### src/rtl/serial_tx_mod5.sv
// MSB-first serializer that also computes the transmitted word mod 5, bit by
// bit in the same order as the downstream mod-5 serial receiver sees it.
//
// state   | meaning
// --------+-----------------------------------------------------------
// S_IDLE  | ready for a new word; in_ready=1
// S_SHIFT | one bit per non-held cycle; frame_end marks the LSB
// S_DONE  | one-cycle done pulse; rem_out/div5 already updated
module serial_tx_mod5 #(
    parameter int W = 8
) (
    input  logic         clk,
    input  logic         rst,
    input  logic         in_valid,
    output logic         in_ready,
    input  logic [W-1:0] data_in,
    input  logic         hold,
    output logic         x,
    output logic         x_valid,
    output logic         frame_end,
    output logic         done,
    output logic [2:0]   rem_out,
    output logic         div5
);

    localparam int CW = $clog2(W);
    localparam logic [CW-1:0] CNT_LOAD = CW'(W - 1);

    typedef enum logic [1:0] {
        S_IDLE  = 2'd0,
        S_SHIFT = 2'd1,
        S_DONE  = 2'd2
    } state_t;

    state_t          r_state;
    state_t          w_state_nxt;

    logic [W-1:0]    r_shift;
    logic [CW-1:0]   r_cnt;
    logic [2:0]      r_rem;
    logic [2:0]      r_rem_out;
    logic            r_div5;

    logic            w_accept;
    logic            w_cnt_zero;
    logic [3:0]      w_r2x;
    logic [2:0]      w_rem_nxt;

    // State register
    always_ff @(posedge clk or negedge rst) begin
        if (!rst) begin
            r_state <= S_IDLE;
        end else begin
            r_state <= w_state_nxt;
        end
    end

    // Next-state logic
    always_comb begin
        w_state_nxt = r_state;
        case (r_state)
            S_IDLE: begin
                if (w_accept) begin
                    w_state_nxt = S_SHIFT;
                end
            end
            S_SHIFT: begin
                if (frame_end) begin
                    w_state_nxt = S_DONE;
                end
            end
            S_DONE: begin
                w_state_nxt = S_IDLE;
            end
            default: begin
                w_state_nxt = S_IDLE;
            end
        endcase
    end

    // Output logic
    always_comb begin
        in_ready  = (r_state == S_IDLE);
        x_valid   = (r_state == S_SHIFT) & ~hold;
        frame_end = (r_state == S_SHIFT) & ~hold & w_cnt_zero;
        done      = (r_state == S_DONE);
    end

    assign w_accept   = in_valid & in_ready;
    assign w_cnt_zero = (r_cnt == '0);

    // Horner step on the outgoing bit: r' = (2r + x) mod 5, never above 9
    assign w_r2x     = {r_rem, 1'b0} + {3'b000, r_shift[W-1]};
    assign w_rem_nxt = (w_r2x >= 4'd5) ? 3'(w_r2x - 4'd5) : w_r2x[2:0];

    always_ff @(posedge clk or negedge rst) begin
        if (!rst) begin
            r_shift   <= '0;
            r_cnt     <= '0;
            r_rem     <= '0;
            r_rem_out <= '0;
            r_div5    <= 1'b0;
        end else if (w_accept) begin
            r_shift <= data_in;
            r_cnt   <= CNT_LOAD;
            r_rem   <= '0;
        end else if (x_valid) begin
            r_shift <= {r_shift[W-2:0], 1'b0};
            r_rem   <= w_rem_nxt;
            if (w_cnt_zero) begin
                r_rem_out <= w_rem_nxt;
                r_div5    <= (w_rem_nxt == 3'd0);
            end else begin
                r_cnt <= r_cnt - CW'(1);
            end
        end
    end

    assign x       = r_shift[W-1];
    assign rem_out = r_rem_out;
    assign div5    = r_div5;

endmodule

### config.mk
export PLATFORM = sky130hd
export DESIGN_NAME = serial_tx_mod5
export DESIGN_NICKNAME = d
export VERILOG_FILES = /design/src/rtl/serial_tx_mod5.sv
export SDC_FILE = /design/constraint.sdc
export NUM_CORES = 1
export LEC_CHECK = 0
export CORE_MARGIN = 4
export CORE_UTILIZATION = 40
export CTS_BUF_LIST = sky130_fd_sc_hd__clkbuf_8
export CTS_CLUSTER_DIAMETER = 60
export CTS_CLUSTER_SIZE = 14
export DETAILED_ROUTE_END_ITERATION = 7
export HOLD_SLACK_MARGIN = 0.06
export PLACE_DENSITY_LB_ADDON = 0.25
export SLEW_MARGIN = 5
export SYNTH_ARGS = -nofsm -noshare
export SYNTH_HDL_FRONTEND = slang
export SYNTH_SLANG_ARGS = --single-unit
### constraint.sdc
create_clock -name clk -period 2.72 [get_ports clk]
set_input_delay 0.816 -clock clk [delete_from_list [all_inputs] [get_ports clk]]
set_output_delay 0.816 -clock clk [all_outputs]
set_load 0.02 [all_outputs]
==> summary.md <==
| Metric | Value |
|---|---|
| Worst Path Arrival | 1750 ps |
| Row Count | 17 |
| Top_reg_cell synth | dfrtp_1 |
| Post-layout minimum cycle time | 2560 ps |
| H-tree levels | 1 |
| Setup CP Type | in -> out |
| Fin. Hold Viols | 0 |
| Area share of the largest cell type after synthesis | 51.9% |
| Via density | 5.15 |
| Share of post-route cells with drive strength above 1 | 12.3% |
| Core ar. | 2250 um^2 |
| Placed wire-length estimate | 1.40 mm |
| Initial Util | 42.7% |
| DRC Markers | 0 |
| CP max stage delay | 310 ps |
| Post-Syn Area per Cell | 10.9 um^2 |
| Leakage power | 0.570 nW |
| CTS sink cnt | 20 |
| Number of global-route vias before repair | 713 |
| Ranking of synthesized cells by area | dfrtp_1 (52%), nand2_1 (6.6%), ha_1 (5.2%), mux2i_1 (3.1%), a22oi_1 (3.1%) |
| MaxCap Viol Count | 0 |
| Ant diodes | 0 |
| IR drop worst, VDD | 0.501 mV |
| Most frequent cell after synthesis | dfrtp_1 |
| Critical Path RT | 1900 ps |
| Post-synth top cells | dfrtp_1 (20), nand2_1 (17), inv_1 (6) |
| Routed len/inst | 12.5 um |
| Synth warn | 0 |
| Bufs on Longest Clock Path | 2 |
| Largest area contributor in the netlist | dfrtp_1 |
| Pwr dens | 1070 nW/um^2 |
| Iter 0 DRT Violations | 6 |
| Initial antenna violation count | 0 |
| Util after Layout | 56.2% |
| Post-Synthesis Cells | 88 |
| # hold bufs at CTS | 0 |
| Setup TNS | 0 ps |
| Tcrit/Tclk final | 94.2% |
| CTS tree | done |
| GR Util All Layers | 12.7% |
| CP Cell Sequence | dlygate4sd2_1 -> nor4_4 -> clkdlybuf4s15_2 |
| CP Launch Type | input pin |
| Io pins | 21 |
| Gpl congestion | 0.713 |
| Drt total wl | 1.77 mm |
| Die Wd | 57.1 um |
| CP max stage cell | dlygate4sd2_1 |
| Post-synth EDFFs | 0 |
| Final #Nets | 131 |
| Slew @ Worst Pin | 561 ps |
| CTS Root Cell | clkbuf_8 |
| Final count of pins violating max slew | 0 |
| Fmax | 0.390 GHz |
| Via count | 732 |
| Status | finished clean |
| Die area | 3260 um^2 |
| Final ANT Viol Nets | 0 |
| Synth Register Bits | 20 |
| Critical-path maximum fanout | 4 |
| Largest net degree at the start of global routing | 21 |
| Die Y-Extent | 57.1 um |
| Setup Buffers After CTS | 0 |
| Remaining Overflow, GRT | 0 |
| Post-synth ARST share | 100% |
| CP endpoint kind | output pin |
| TritonRoute pass-1 iters | 3 |
| Final setup vio count | 0 |
| Area Growth Syn to Fin | 31.4% |
| Total CTS buffers | 3 |
| Net count after synthesis | 104 |
| Worst skew pair latency | 250 ps |
| Global-route wire length before repair | 3.23 mm |
| Slew margin rel. | 62.5% |
| Yosys cell types | 28 |
| Register area share after synthesis | 51.9% |
| Clock Skew | 1.33 ps |
| Post-Syn Area | 963 um^2 |
| FILL cells | 212 |
| HP Class | reg -> reg |
| RSZ-0062 raised after global routing | no |
| Port bufs | 20 |
| Clk slew on worst S/H paths | 70 ps |
==> cell families (layout without fill, tap and decap cells) <==
| kind of cell | Yosys count | count (layout) | synth area share (%) |
|---|---|---|---|
| muxes | 5 | 5 | 5.45 |
| and+or+nand+nor | 29 | 29 | 17.4 |
| buffers and inverters | 8 | 34 | 4.03 |
| DFF | 20 | 20 | 51.9 |
| AOI/OAI and AO/OA | 20 | 20 | 14.2 |
| adders and majority gates | 4 | 4 | 5.20 |
| xor gates and xnor gates | 2 | 2 | 1.82 |
==> where the power goes <==
part | switching, mW | internal [mW] | total, mW
Clock | 0.0935 | 0.129 | 0.222
Combinational | 0.326 | 0.292 | 0.618
Sequential | 0.0890 | 0.425 | 0.514
==> critical path: cells and delay by family <==
| kind | cells | cell delay [ps] |
|---|---|---|
| simple gates | 1 | 310 |
| buf+inv | 2 | 610 |
==> cells in the final DEF (no fill, tap or decap), drive strengths merged, types with 4 or more instances in the layout <==
master | netlist | routed
o21ai | 5 | 5
nand2 | 17 | 17
dfrtp | 20 | 20
a22oi | 4 | 4
clkdlybuf4s50 | 0 | 17
inv | 6 | 6
clkbuf | 0 | 4
ha | 4 | 4
buf | 2 | 4
==> layer usage <==
metal / share of wire (%) / wire length [um] / GRT usage, % / vias to the layer above
li1: - / - / - / 359
met1: 43 / 760 / 15.5 / 359
met2: 52 / 917 / 21.0 / 12
met3: 3.9 / 70 / 2.94 / 2
met4: 1.4 / 25 / 5.96 / 0
met5: 0 / 0 / 0 / -
==> sequential cells by signal (all words and copies together) (netlist names) <==
name	count
r_shift	8
r_cnt	3
r_rem	3
rem_out	3
r_state	2
div5	1
==> area by class of cell <==
class / count / area (um^2) / share of cell area [%]
timing repair buffer: 24 / 229 / 18.1
tap: 28 / 35.0 / 2.77
inverter: 6 / 22.5 / 1.78
sequential: 20 / 500 / 39.5
clock buffer: 4 / 55.1 / 4.35
multi-input combinational: 60 / 424 / 33.5
==> final timing paths <==
kind | startpoint | to | slack (ps) | depth (start not counted)
setup / recovery | hold | frame_end | 160 | 3
hold / removal | r_shift[6] | r_shift[6] | 480 | 2
setup reg to reg | r_cnt[0] | rem_out[1] | 1060 | 6
hold reg to reg | r_shift[6] | r_shift[6] | 480 | 2
max in group asynchronous | rst | r_shift[1] | 1620 | 2
min in group asynchronous | rst | rem_out[2] | 890 | 2
==> timing repair <==
| item | in CTS | in global routing |
|---|---|---|
| gates resized for setup | 5 | 0 |
| endpoints found under the hold margin | 0 | 0 |
| setup endpoints to repair | 2 | 0 |
==> metrics by stage <==
step	worst slack, ps	instance area (um^2)	total power, mW	std cells	hold WS, ps
4_1_cts	154	1270	1.38	142	482
3_3_place_gp	-405	1210	1.13	138	460
3_5_place_dp	-446	1210	1.15	138	464
5_1_grt	105	1270	1.48	142	527
6_report	159	1270	1.35	142	479
2_1_floorplan	576	963	0.934	88	446
Power figures use the tool's default switching activity.
